--- config.mk ---
export PLATFORM = sky130hd
export DESIGN_NAME = shift_issue_stage
export DESIGN_NICKNAME = d
export VERILOG_FILES = /design/src/rtl/shift_issue_stage.sv
export SDC_FILE = /design/constraint.sdc
export NUM_CORES = 1
export LEC_CHECK = 0
export CAP_MARGIN = 5
export CORE_ASPECT_RATIO = 0.9
export CORE_UTILIZATION = 35
export CTS_CLUSTER_SIZE = 30
export DETAILED_ROUTE_END_ITERATION = 10
export GPL_TIMING_DRIVEN = 0
export PLACE_DENSITY = 0.68
export SLEW_MARGIN = 10
export SYNTH_ARGS = -nofsm -noshare
export SYNTH_HDL_FRONTEND = slang
export SYNTH_SLANG_ARGS = --single-unit
--- constraint.sdc ---
create_clock -name clk -period 3.1 [get_ports clk]
set_input_delay 0.31 -clock clk [delete_from_list [all_inputs] [get_ports clk]]
set_output_delay 0.31 -clock clk [all_outputs]
set_load 0.1 [all_outputs]
--- src/rtl/shift_issue_stage.sv ---
// -----------------------------------------------------------------------------
// shift_issue_stage
//
// Issue buffer that sits between decode and the barrel shifter. It accepts
// shift operations (LSH / RSH / ARSH) and conditions the operands into the
// form the shifter expects, using the ALU32/ALU64 semantics:
//   - ALU64 : a passes through, shift amount masked to 6 bits
//   - ALU32 : a narrowed to 32 bits (sign-extended for ARSH, zero-extended
//             otherwise), shift amount masked to 5 bits
// The conditioned operands are stored in a small in-order FIFO, so the
// shifter never sees raw operands. Illegal opcodes (2'b11) still complete
// the handshake, but they are dropped and raise a sticky flag.
//
// Parameters
//   DEPTH        FIFO entries (power of two, >= 2)
//   CNT_W        width of the delivered-operation counter
//
// Ports
//   clk          clock, rising edge
//   rst          synchronous active-high reset
//   flush        synchronous flush, drops every buffered entry
//   in_valid     upstream has an operation
//   in_ready     stage can accept (never depends on out_ready)
//   in_op        00 LSH, 01 RSH, 10 ARSH, 11 illegal
//   in_is64      1 = ALU64, 0 = ALU32
//   in_dst       destination register index
//   in_a, in_b   raw value and raw shift amount
//   out_valid    head entry available
//   out_ready    downstream accepts the head entry
//   out_op, out_is64, out_dst   passed through from the push
//   out_a, out_b conditioned operands
//   illegal_op   sticky: an illegal opcode was accepted
//   issue_count  number of output transfers, wraps
// -----------------------------------------------------------------------------
module shift_issue_stage #(
    parameter int DEPTH = 2,
    parameter int CNT_W = 32
) (
    input  logic             clk,
    input  logic             rst,
    input  logic             flush,

    input  logic             in_valid,
    output logic             in_ready,
    input  logic [1:0]       in_op,
    input  logic             in_is64,
    input  logic [3:0]       in_dst,
    input  logic [63:0]      in_a,
    input  logic [63:0]      in_b,

    output logic             out_valid,
    input  logic             out_ready,
    output logic [1:0]       out_op,
    output logic             out_is64,
    output logic [3:0]       out_dst,
    output logic [63:0]      out_a,
    output logic [63:0]      out_b,

    output logic             illegal_op,
    output logic [CNT_W-1:0] issue_count
);

    localparam int PTR_W = (DEPTH > 1) ? $clog2(DEPTH) : 1;
    localparam int OCC_W = $clog2(DEPTH + 1);

    localparam logic [OCC_W-1:0] OCC_FULL = OCC_W'(DEPTH);
    localparam logic [OCC_W-1:0] OCC_ONE  = OCC_W'(1);
    localparam logic [PTR_W-1:0] PTR_ONE  = PTR_W'(1);

    localparam logic [1:0] OP_ARSH = 2'b10;
    localparam logic [1:0] OP_ILL  = 2'b11;

    typedef struct packed {
        logic [1:0]  op;
        logic        is64;
        logic [3:0]  dst;
        logic [63:0] a;
        logic [63:0] b;
    } entry_t;

    entry_t           mem_q [DEPTH];
    entry_t           push_entry;

    logic [PTR_W-1:0] wr_ptr_q, wr_ptr_d;
    logic [PTR_W-1:0] rd_ptr_q, rd_ptr_d;
    logic [OCC_W-1:0] occ_q, occ_d;
    logic             illegal_q, illegal_d;
    logic [CNT_W-1:0] cnt_q, cnt_d;

    logic             accept;
    logic             push;
    logic             pop;

    // ------------------------------------------------------------------
    // Handshakes
    // ------------------------------------------------------------------
    // in_ready only looks at local state and the rst/flush inputs; a pop in
    // the same cycle does not open a slot until the next cycle.
    assign in_ready  = !rst && !flush && (occ_q != OCC_FULL);
    assign out_valid = (occ_q != '0);

    assign accept = in_valid && in_ready;
    // Illegal ops complete the handshake but never enter the FIFO.
    assign push   = accept && (in_op != OP_ILL);
    assign pop    = out_valid && out_ready;

    // ------------------------------------------------------------------
    // Operand conditioning, done before the FIFO write
    // ------------------------------------------------------------------
    always_comb begin
        push_entry      = '0;
        push_entry.op   = in_op;
        push_entry.is64 = in_is64;
        push_entry.dst  = in_dst;

        // Masking the full word keeps every bit of in_b in the expression.
        push_entry.b    = in_b & (in_is64 ? 64'd63 : 64'd31);

        if (in_is64) begin
            push_entry.a = in_a;
        end else if (in_op == OP_ARSH) begin
            push_entry.a = {{32{in_a[31]}}, in_a[31:0]};
        end else begin
            push_entry.a = {32'd0, in_a[31:0]};
        end
    end

    // ------------------------------------------------------------------
    // Next-state logic
    // ------------------------------------------------------------------
    always_comb begin
        wr_ptr_d  = wr_ptr_q;
        rd_ptr_d  = rd_ptr_q;
        occ_d     = occ_q;
        illegal_d = illegal_q | (accept && (in_op == OP_ILL));
        cnt_d     = cnt_q + {{(CNT_W-1){1'b0}}, pop};

        if (flush) begin
            // A pop on the flush edge still counts (cnt_d above); any push
            // is impossible because in_ready is low while flush is high.
            wr_ptr_d = '0;
            rd_ptr_d = '0;
            occ_d    = '0;
        end else begin
            unique case ({push, pop})
                2'b10: begin
                    wr_ptr_d = wr_ptr_q + PTR_ONE;
                    occ_d    = occ_q + OCC_ONE;
                end
                2'b01: begin
                    rd_ptr_d = rd_ptr_q + PTR_ONE;
                    occ_d    = occ_q - OCC_ONE;
                end
                2'b11: begin
                    wr_ptr_d = wr_ptr_q + PTR_ONE;
                    rd_ptr_d = rd_ptr_q + PTR_ONE;
                end
                default: begin
                end
            endcase
        end
    end

    // ------------------------------------------------------------------
    // State registers
    // ------------------------------------------------------------------
    always_ff @(posedge clk) begin
        if (rst) begin
            wr_ptr_q  <= '0;
            rd_ptr_q  <= '0;
            occ_q     <= '0;
            illegal_q <= 1'b0;
            cnt_q     <= '0;
        end else begin
            wr_ptr_q  <= wr_ptr_d;
            rd_ptr_q  <= rd_ptr_d;
            occ_q     <= occ_d;
            illegal_q <= illegal_d;
            cnt_q     <= cnt_d;
        end
    end

    // Storage is cleared on reset so the outputs read zero until the first
    // push lands; after that, an empty FIFO shows stale head data.
    always_ff @(posedge clk) begin
        if (rst) begin
            for (int i = 0; i < DEPTH; i++) begin
                mem_q[i] <= '0;
            end
        end else if (push) begin
            mem_q[wr_ptr_q] <= push_entry;
        end
    end

    // ------------------------------------------------------------------
    // Outputs
    // ------------------------------------------------------------------
    // Head entry comes straight from storage: there is no bypass, so a
    // pushed entry is visible the cycle after its push edge, and stays
    // stable while stalled because rd_ptr_q only moves on a pop.
    assign out_op      = mem_q[rd_ptr_q].op;
    assign out_is64    = mem_q[rd_ptr_q].is64;
    assign out_dst     = mem_q[rd_ptr_q].dst;
    assign out_a       = mem_q[rd_ptr_q].a;
    assign out_b       = mem_q[rd_ptr_q].b;

    assign illegal_op  = illegal_q;
    assign issue_count = cnt_q;

endmodule

; ---- Yosys cells after proc, flatten, opt, wreduce, memory -nomap -nowiden
; Memory sizes are Yosys's and may differ from the RTL's. A register that Yosys moved wholly into a read port is not among the register bits.
; Index checks and enable logic that the tools add are counted.
[word_totals]
wordCells = 48
out_inout_bits = 170
inputBits = 140
ramBits = 270
mem_count = 1
regBits = 37
[classes]
n_addsub = 5
n_eq_ne = 7
mux = 14
reduce_logical = 14
bitwise_logic = 2
[mem_list]
columns = name, words, word_bits, read_ports, rd_ports_with_merged_regs, write_ports, line_no
row1 = mem_q, 2, 135, 1, 1, 2, 81  ; entry_t mem_q [DEPTH];
[ops]
columns = op, n
row1 = 2-to-1 mux 135 bit, 1
row2 = OR reduction 135 bit, 1
row3 = 2-to-1 mux 64 bit, 2
row4 = AND 64 x 6 -> 64 bit, 1
row5 = adder 32 x 1 -> 32 bit, 1
row6 = 2-to-1 mux 1 bit, 9
row7 = == test 2 bit (second input constant), 4
row8 = logical AND 1 bit, 6
row9 = 2-to-1 mux 6 bit, 1
row10 = OR reduction 2 bit, 3
row11 = inequality test 2 bit (second input constant), 2
row12 = one-hot mux 2 bit (2 select lines), 1
row13 = nonzero test 2 bit, 2
row14 = adder 1 bit (second input constant), 2
row15 = adder 2 x 1 -> 2 bit (second input constant), 1
row16 = == test 2 x 1 -> 1 bit (second input constant), 1
row17 = logical NOT 1 bit, 2
row18 = subtractor 2 x 1 -> 2 bit (second input constant), 1
row19 = OR 1 bit, 1

; ---- Longest topological paths before layout
; Gate-level depths: netlist (run 1).
[depth]
depth_word = 10
mapped_depth = 10
depth_no_buf = 10

; ---- Worst setup path after synthesis (run 1)
; No wires, ideal clock.
[synth_path]
kind = register to register
startpoint = register occ_q[0]
endpoint = memory mem_q[1][0] (netlist name), enable pin
path_stages_with_launch = 8
arrival_time_ns = 4.254
path_slack_ns = -1.602
n_path_buf = 1
path_cell_list = dfxtp_1 > inv_1 > a211oi_2 > nand3_1 > inv_2 > buf_6 > nand2_4 > nand2b_1
[synth_lines]
columns = element, line_no
row1 = start: declaration, 86  ; logic [OCC_W-1:0] occ_q, occ_d;
row2 = start signal: assignment, 171  ; occ_q <= '0;
row3 = start signal: assignment, 177  ; occ_q <= occ_d;
row4 = end: declaration, 81

==> impl_results.md, run 1 <==
- Largest family of logic cells by synthesized area: simple AND/OR/NAND/NOR gates
- GP Congestion: 0.819
- Fin crit share: between 90% and 100%
- Post-synthesis mux area share: approximately a tenth
- TritonCTS clock tree: done
- Port Buffers: between 150 and 200
- DP Worst Slack: -0.249 ns
- Simple-gate share of the synthesized area: between 15 and 20%
- Peak VDD IR: 0.000472 V
- DP HPWL: around 15000 um
- R2R depth: 6
- GRT busiest layer: met2
- Ys flop type: edfxtp_1
- First-pass GRT wire length: between 30000 and 40000 um
- Synth Area in XOR/XNOR: 2.45%
- Die Width: between 150 and 200 um
- Starting Density: a little over a third
- Final Max Tran Viols: 0
- WP data required: around 2.8 ns
- Total GRT Usage: between 10% and 20%
- Seq/Total Area, Yosys: 60.2%
- Syn-to-layout area delta: 33.0%
- FF+latch area: roughly 0.0054 mm^2
- Antenna violations before repair: 2
- Mapped Area: just under 0.009 mm^2
- Area of the multi-input gates: approximately 0.0031 mm^2
- Slew @ Worst Pin: 1.17 ns
- Synth async-reset ratio: 0%
- Gr ovfl total: 0
- Root Driver: clkbuf_16
- Number of clock sinks: approximately 190
- Final setup violating endpoints: 0
- Relative slew slack: between 20 and 25%
- Most common cell after layout, fill and taps aside: edfxtp_1
- Die Y: about 150 um
- Pwr Density: 531 mW/mm^2
- Fin crit period: a little under 3 ns
- Cell Rows: 55
- Syn Area/Cell: between 10 and 15 um^2
- Post-route DRC violation count: 0
- Post-DRT Antenna Nets: 0
- H-tree Lvls: 4
- Setup ws final: ~0.12 ns
- #FFs+latches synth: 192
- Final WL: about 22000 um
- Post-synth EDFFs: between 150 and 200
- Synth cell types: 48
- Met3 Usage GRT: 4.38%
- Met1 Usage GRT: between 20% and 30%
- Layout cells sized above 1: between 20% and 30%
- Routed WL per cell: ~16 um
- Vias/cell: ~4.6
- CTS Buffer Depth: 2
- Hold Crit Class: input pin to flip-flop
- Hold path cells: 4
- Most frequent cells in the layout: edfxtp_1, clkdlybuf4s50_1, nor2_1
- Post-synthesis compound-gate area fraction: approximately 2.8%
- PnR Total Power: about 6.3 mW
- Drt first pass iters: 4
- Core area: roughly 0.025 mm^2
- Pleak: 5.06 nW
- Worst hold slack: 0.302 ns
- Die area: ~0.026 mm^2
- FILL cells: approximately 2300
- CTS Buf Count: 17
- Layout Nets: around 1100
- Skew-Pair Late Insertion Delay: about 0.42 ns
- Clk slew on worst S/H paths: around 0.070 ns
- Gate Count Post-Synth: 727
- GR Layer Usage met2: between 20% and 30%
- Maximum clock rate: about 340 MHz
- Ports: 310
- Via count: ~6300
- Max-cap violation count: 0
- Largest net degree at the start of global routing: between 70 and 80
- Clock skew: around 0.015 ns
- Critical Path Start Type: flip-flop
- CP Max Fanout: 10
- Final Hold Viols: 0
- Drt initial violations: about 370
- Status: complete, no violations
- Yosys warnings: 0
- Adder-cell area share of the yosys netlist: 0.839%
- Arr. time, crit path: about 2.7 ns
- Kind of critical path: flip-flop to output port
- Number of global-route vias before repair: approximately 5900
- Critical Path Sink Type: output port
- Post-CTS setup buffer count: 0
layout make-up:
cell class / count / share of cell area [%]
Clock buffer: 17 / 3.57
Clock inverter: 15 / 1.32
Buffer: 106 / 5.52
Multi-Input combinational cell: 482 / 26.3
Antenna cell: 1 / 0.0210
Inverter: 5 / 0.158
Tap cell: 342 / 3.59
Sequential cell: 192 / 45.2
Timing Repair Buffer: 191 / 14.2
cell usage after synthesis (2+ instances only):
cell | count | area share (%)
a21oi_1 | 38 | 2.1
and3_1 | 93 | 6.5
and3_2 | 2 | 0.17
buf_1 | 7 | 0.29
buf_2 | 12 | 0.67
buf_4 | 58 | 4.9
clkbuf_1 | 27 | 1.1
dfxtp_1 | 38 | 8.5
edfxtp_1 | 154 | 52
ha_1 | 6 | 0.84
inv_1 | 3 | 0.13
mux2_2 | 79 | 9.9
nand2_1 | 19 | 0.80
nand2b_1 | 2 | 0.14
nand3_1 | 10 | 0.56
nand4_1 | 8 | 0.56
nor2_1 | 94 | 3.9
nor2b_1 | 5 | 0.35
nor3_1 | 7 | 0.39
nor3_2 | 2 | 0.22
o21ai_0 | 7 | 0.39
or3_1 | 6 | 0.42
or4_1 | 2 | 0.17
xnor2_1 | 8 | 0.78
xor2_1 | 17 | 1.7
critical path, stage by stage, from the launching register on:
cell	delay, ns
dfxtp_1	0.31
clkbuf_1	0.25
buf_2	0.34
mux2_2	0.38
clkdlybuf4s50_1	0.97
timing repair:
| item | CTS | global route |
|---|---|---|
| hold buffers | 0 | 0 |
| gates cloned | 0 | 1 |
| setup endpoints to repair | 77 | 57 |
| resized for setup | 75 | 89 |
layer usage:
metal / part of all wire [%] / vias up
li1: - / 3032
met1: 45 / 3030
met2: 48 / 197
met3: 6.4 / 13
met4: 0.67 / 2
met5: 0.059 / -
through the flow:
| stage | std cells | util [%] | TNS [ns] | area (um^2) |
|---|---|---|---|---|
| floorplan | 784 | - | 0 | 9180 |
| global placement | 1317 | 45.9 | -32.34 | 11500 |
| detailed placement | 1317 | 45.9 | -34.35 | 11500 |
| CTS | 1349 | 47.9 | -0.0121 | 12000 |
| global route | 1350 | 47.4 | -0.00403 | 11900 |
| finish | 1351 | 47.4 | 0 | 11900 |
logic make-up after synthesis:
| logic type | Yosys count |
|---|---|
| AND/OR/NAND/NOR | 265 |
| flip-flops | 192 |
| buffers and inverters | 111 |
| multiplexers | 79 |
| AO/OA/AOI/OAI | 48 |
| XOR/XNOR | 25 |
| adder cells (fa/ha/maj) | 6 |
| other | 1 |
final timing paths:
check / from / to / slack, ns
worst min register to register: illegal_op$_SDFF_PP0_ / illegal_op$_SDFF_PP0_ / 0.48
worst max register to register: occ_q[0]$_SDFFE_PP0P_ / mem_q[0][81]$_SDFFCE_PN0P_ / 0.25
worst max-delay path: flip-flop / out_b[1] / 0.12
worst min-delay path: rst / issue_count[29]$_SDFF_PP0_ / 0.30
registers in the layout (all words and copies together), names as in the netlist, named ones only:
signal / cells
mem_q: 154
rd_ptr_q: 1
wr_ptr_q: 1
issue_count: 32
occ_q: 2
illegal_op: 1
power breakdown:
part	internal, mW	leakage (nW)	total, mW	switching, mW
logic	0.267	2.88	1.24	0.972
clock network	1.09	0.283	2.18	1.09
registers	2.88	1.90	2.90	0.0212
total	4.23	5.06	6.32	2.08
(Power assumes the default switching activity.)
==> inputs of run 2 (changes only) <==
--- a/config.mk
+++ b/config.mk
@@ -12,7 +12,6 @@
 export DETAILED_ROUTE_END_ITERATION = 10
 export GPL_TIMING_DRIVEN = 0
 export PLACE_DENSITY = 0.68
-export SLEW_MARGIN = 10
 export SYNTH_ARGS = -nofsm -noshare
 export SYNTH_HDL_FRONTEND = slang
 export SYNTH_SLANG_ARGS = --single-unit
==> results of run 2 <==
Final layout, timing and power as in run 1 (identical DEF).
